File: src/rtl/mem_stage.sv
// mem_stage: memory-access stage between EXE and WB.
// Latches the EXE bus, waits for the data-SRAM response of any instruction
// that issued a request, extracts and extends sub-word load data, and
// presents the result to WB via mem_wb_valid / mem_wb_bus.
// Optional feature macro: MEM_FWD_EN. When defined, mem_id_bus carries the
// forwarding information for ID. When undefined, mem_id_bus is tied to zero
// and ID relies on the WB interlock.
//
// state | meaning
// ------+---------------------------------------------------------------
// RUN   | no response owed, or response arriving this cycle
// WAIT  | request issued, data_ok not yet seen; instruction stalls in MEM
// HOLD  | response captured in hold_q while WB back-pressures
module mem_stage (
  input  logic         clk,
  input  logic         resetn,
  input  logic         exe_mem_valid,
  output logic         mem_allowin,
  input  logic [106:0] exe_mem_bus,
  input  logic         data_sram_data_ok,
  input  logic [31:0]  data_sram_rdata,
  output logic         mem_wb_valid,
  input  logic         wb_allowin,
  output logic [101:0] mem_wb_bus,
  output logic [38:0]  mem_id_bus
);

  typedef enum logic [1:0] {
    ST_RUN  = 2'd0,
    ST_WAIT = 2'd1,
    ST_HOLD = 2'd2
  } state_t;

  state_t        state_q, state_d;
  logic          mem_valid_q, mem_valid_d;
  logic [106:0]  bus_q, bus_d;
  logic [31:0]   hold_q, hold_d;

  logic          res_from_mem;
  logic [2:0]    ld_op;
  logic          gr_we;
  logic [31:0]   pc;
  logic [31:0]   inst;
  logic [31:0]   alu_result;
  logic [4:0]    dest;
  logic          req_issued;

  logic          needs_resp;
  logic          in_hold;
  logic          resp_ok;
  logic          mem_ready_go;
  logic [31:0]   load_src;
  logic [31:0]   load_shifted;
  logic [31:0]   load_data;
  logic [31:0]   final_result;

  // Unpack the latched EXE bus
  always_comb begin
    {res_from_mem, ld_op, gr_we, pc, inst, alu_result, dest, req_issued} = bus_q;
  end

  // Handshake: a response is owed only by instructions that issued a request;
  // data_ok is not consumed while a captured response is already held.
  always_comb begin
    needs_resp   = mem_valid_q & req_issued;
    in_hold      = (state_q == ST_HOLD);
    resp_ok      = data_sram_data_ok & ~in_hold;
    mem_ready_go = ~needs_resp | resp_ok | in_hold;
    mem_wb_valid = mem_valid_q & mem_ready_go;
    mem_allowin  = ~mem_valid_q | (mem_ready_go & wb_allowin);
  end

  // Input register next-state: bus sampled only on accept
  always_comb begin
    mem_valid_d = mem_valid_q;
    bus_d       = bus_q;
    if (mem_allowin) begin
      mem_valid_d = exe_mem_valid;
    end
    if (exe_mem_valid & mem_allowin) begin
      bus_d = exe_mem_bus;
    end
  end

  // Response FSM next-state and response capture
  always_comb begin
    state_d = state_q;
    hold_d  = hold_q;
    case (state_q)
      ST_RUN: begin
        if (needs_resp) begin
          if (!data_sram_data_ok) begin
            state_d = ST_WAIT;
          end else if (!wb_allowin) begin
            state_d = ST_HOLD;
            hold_d  = data_sram_rdata;
          end
        end
      end
      ST_WAIT: begin
        if (data_sram_data_ok) begin
          if (wb_allowin) begin
            state_d = ST_RUN;
          end else begin
            state_d = ST_HOLD;
            hold_d  = data_sram_rdata;
          end
        end
      end
      ST_HOLD: begin
        if (wb_allowin) begin
          state_d = ST_RUN;
        end
      end
      default: begin
        state_d = ST_RUN;
      end
    endcase
  end

  // State and pipeline registers
  always_ff @(posedge clk or negedge resetn) begin
    if (!resetn) begin
      state_q     <= ST_RUN;
      mem_valid_q <= 1'b0;
      bus_q       <= '0;
      hold_q      <= '0;
    end else begin
      state_q     <= state_d;
      mem_valid_q <= mem_valid_d;
      bus_q       <= bus_d;
      hold_q      <= hold_d;
    end
  end

  // Load alignment and extension; ld.w also covers unassigned ld_op codes
  always_comb begin
    load_src     = in_hold ? hold_q : data_sram_rdata;
    load_shifted = load_src >> {alu_result[1:0], 3'b000};
    case (ld_op)
      3'b001:  load_data = {{24{load_shifted[7]}}, load_shifted[7:0]};
      3'b010:  load_data = {{16{load_shifted[15]}}, load_shifted[15:0]};
      3'b101:  load_data = {24'b0, load_shifted[7:0]};
      3'b110:  load_data = {16'b0, load_shifted[15:0]};
      default: load_data = load_shifted;
    endcase
    final_result = res_from_mem ? load_data : alu_result;
  end

  // Bus to WB; WB does the registering
  always_comb begin
    mem_wb_bus = {gr_we, pc, inst, final_result, dest};
  end

`ifdef MEM_FWD_EN
  logic fwd_we;
  logic load_pending;

  // Forwarding to ID, with a flag telling ID the load result is not yet valid
  always_comb begin
    fwd_we       = mem_valid_q & gr_we;
    load_pending = mem_valid_q & res_from_mem & ~mem_ready_go;
    mem_id_bus   = {fwd_we, dest, final_result, load_pending};
  end
`else
  // No forwarding path in this build
  always_comb begin
    mem_id_bus = 39'b0;
  end
`endif

endmodule

File: config.mk
export PLATFORM = sky130hd
export DESIGN_NAME = mem_stage
export DESIGN_NICKNAME = d
export VERILOG_FILES = /design/src/rtl/mem_stage.sv
export SDC_FILE = /design/constraint.sdc
export NUM_CORES = 1
export LEC_CHECK = 0
export ABC_AREA = 1
export BUFFER_PORTS_ARGS = -buffer_cell sky130_fd_sc_hd__buf_2
export CAP_MARGIN = 20
export CORE_MARGIN = 2
export CORE_UTILIZATION = 46
export DETAILED_ROUTE_END_ITERATION = 10
export GPL_ROUTABILITY_DRIVEN = 0
export PLACE_DENSITY_LB_ADDON = 0.2
export SLEW_MARGIN = 40
export SYNTH_ARGS = -nofsm -noshare
export SYNTH_HDL_FRONTEND = slang
export SYNTH_SLANG_ARGS = --single-unit
File: constraint.sdc
create_clock -name clk -period 1.6 [get_ports clk]
set_input_delay 0.16 -clock clk [delete_from_list [all_inputs] [get_ports clk]]
set_output_delay 0.16 -clock clk [all_outputs]
set_load 0.05 [all_outputs]
==> impl_metrics.yaml <==
run_status:
  outcome: "complete, but fails checks"
  violations: "negative hold slack, negative setup slack"
sta:
  hold_viol: 2
  setup-violations-final: 163
  post-route-period-util: 1.48
  finalHoldWorstSlack_ns: -0.00573
  time_the_worst_path_needs_with_i_o_delays_and_setup_ns: 2.36
  timing_worst_slew_pin_value_ns: 0.527
  grt_setup_unrepaired: "true"
  timing.fmax_mhz: 423
  fin_skew_ns: 0.0133
  final_setup_margin_ns: -0.762
  final.setup.tns_ns: -66.43
  fin_max_slew_vios: 0
  slew_headroom: 0.649
power_and_ir_drop:
  finalPower_w: 0.0211
  clkPwrFrac: 0.189
  standby_leakage_power_nw: 7.34
  net-switching-power_w: 0.00981
  power_density_nw_per_um2: 1490
  combPwrFrac: 0.554
  internal_power_w: 0.0113
  seq_power_share: 0.256
  sw_frac_of_total: 0.465
  ir_worst_vdd_mv: 0.929
synth:
  cell_variety_after_synth: 29
  post_synth_instance_area_um2: 8000
  ys.flop_type: "dfrtp_1"
  synth-edff-count: 0
  syn_inst: 1053
  synth-async-reset-ratio: 1.00
  synth_warnings: 0
  syn-mean-instance-area_um2: 7.60
  yosysSeqAreaShare: 0.444
  postSynthRegisterBits: 142
drt:
  via_count: 9297
  vias_per_cell: 5.54
  drt_wl_total_um: 35700
  met1Wirelength_um: 12200
  top_layer_used: "met5"
  drtPass1Iterations: 7
  detail_route.drc_violations: 0
  dr.first_iter.drc_count: 869
  dr_wl_met3_um: 3610
  wire_per_inst_um: 21.3
  antenna_left: 0
  route.met2.wl_um: 17900
critical_path:
  cp_cell_sequence: "inv_2 -> nand2_4 -> buf_12 -> buf_4 -> nand2_2 -> nand3_2 -> nand3_1 -> nand2_1 -> inv_1 -> nand3_2 -> nand2_2 -> clkinvlp_4 -> buf_6"
  cp_slowest_stage_delay_ns: 0.41
  required_ns: 1.44
  crit_fanout: 15
  timing.critical_path.arrival_ns: 2.20
  setup.worst_path.start_class: "register"
  worst-setup-path-type: "register to primary output"
  crit_end_element: "primary output"
  timing.critical_path.slowest_stage_cell: "dfrtp_1"
floorplan:
  io_pins: 287
  design.core.area_um2: 17200
  placement_rows: 48
  fp.dieH_um: 136
  initial_utilization: 0.466
  die_area_um2: 18500
  die_width_um: 136
run:
  maxCapViolCount: 0
clock_network:
  clock_tree_from_tritoncts: "yes"
  cts_max_level: 4
  cts.clk_slew.worst_paths_ns: 0.06
  clock_sink_count: 142
  clock_tree.root_cell: "clkbuf_16"
  clkLatencyLatePin_ns: 0.43
  clk_path_buf_depth: 2
  cts_buffers: 17
global_routing:
  grt_antenna_before_repair: 1
  grt-ovfl-total: 0
  wire_length_of_the_first_global_routing_pass_um: 48200
  vias_in_the_first_global_route: 9194
  grt_use_total: 0.341
  largest_net_degree_at_the_start_of_global_routing: 69
finish:
  n_fill_cell: 921
  final_cell_mix: "buf_2, nand2_1, dfrtp_1"
  layout.cell_area.non_filler_um2: 14200
  leading_cell_type_in_the_layout_fill_and_taps_excluded: "buf_2"
  finalNetCount: 1583
  final_layout_size_suffix_gt1_frac: 0.558
  area.growth.synth_to_final_pct: 77.5
placed_design:
  dp.final_hpwl_um: 17300
  buffer_ports.inserted: 247
  dpl_worst_slack_ns: -0.352
  place_area_um2: 9750
hold_path:
  timing.hold.worst.class: "primary input to register"
sequential cells by signal, summed over array words and instances (netlist names):
name and flops:
bus_q 107, state_q 2, hold_q 32, mem_valid_q 1
power by group through the flow:
| stage | clock network, W | registers [W] | logic [W] |
|---|---|---|---|
| finish | 0.00399 | 0.00541 | 0.0117 |
| global route | 0.00415 | 0.00547 | 0.0122 |
| CTS | 0.00398 | 0.00515 | 0.0103 |
| detailed placement | 0 | 0.00509 | 0.00819 |
| global placement | 0 | 0.00508 | 0.00810 |
| floorplan | 0 | 0.00494 | 0.00644 |
layout make-up:
class | instances | area [um2] | area share
flip-flops and latches | 142 | 3550 | 0.250
inverters | 64 | 302 | 0.0212
repair buffers | 497 | 4510 | 0.318
well taps | 225 | 282 | 0.0198
clock inverters | 14 | 144 | 0.0101
clock buffers | 18 | 439 | 0.0309
diodes | 1 | 2.50 | 0.000176
multi-input cells | 717 | 4960 | 0.350
per-stage QoR:
step | util | instances
finish | 0.827 | 1678
global route | 0.827 | 1677
CTS | 0.769 | 1668
detailed placement | 0.568 | 1473
global placement | 0.568 | 1473
floorplan | - | 1091
Yosys cell counts (7+ instances only):
library cell,instances,area (um2)
or2_2,16,100
o211ai_1,9,67.6
buf_4,120,901
inv_1,60,225
mux2_2,14,158
nand2_1,360,1350
a21oi_1,15,75.1
a31oi_1,7,43.8
buf_2,15,75.1
nor2_1,29,109
dfrtp_1,142,3550
clkbuf_1,30,113
nand3_1,182,911
o21ai_0,31,155
final timing paths:
kind                                    start        endpoint  slack, ns  cells past startpoint
hold / removal             data_sram_rdata[2]       hold_q[2]     -0.006                      3
max in group asynchronous              resetn       bus_q[33]       0.79                      3
min in group asynchronous              resetn      hold_q[16]       0.22                      2
setup reg to reg                   state_q[0]       bus_q[70]      -0.44                     12
setup / recovery                   state_q[0]  mem_wb_bus[21]      -0.76                     13
hold reg to reg                    bus_q[100]      bus_q[100]       0.49                      2
cells by family after synthesis:
kind of cell / count (synthesis) / share of synthesized area
AO/OA/AOI/OAI: 65 / 0.0460
buffers and inverters: 235 / 0.172
flip-flops: 142 / 0.444
multiplexers: 14 / 0.0197
other: 1 / 0.000469
AND/OR/NAND/NOR: 596 / 0.318
critical path, delay by kind of cell, from the launching register on:
family                 cells  cell delay [ns]
buffers and inverters      6             0.74
AND/OR/NAND/NOR            7             0.62
flip-flops                 1             0.41
per-layer routing:
metal,track usage,vias up
met3,0.0846,169
met4,0.160,2
met2,0.584,694
met1,0.402,4424
met5,0,-
li1,-,4008
timing repair:
| action | CTS | global route |
|---|---|---|
| endpoints found under the setup margin | 165 | 170 |
| gates resized for setup | 277 | 258 |
| hold endpoints to repair | 167 | 0 |
| hold buffers | 106 | 0 |
| pin swaps | 23 | 55 |
| buffers inserted | 35 | 14 |
| cloned | 24 | 9 |
No activity file was read; power rests on OpenSTA's default activity.
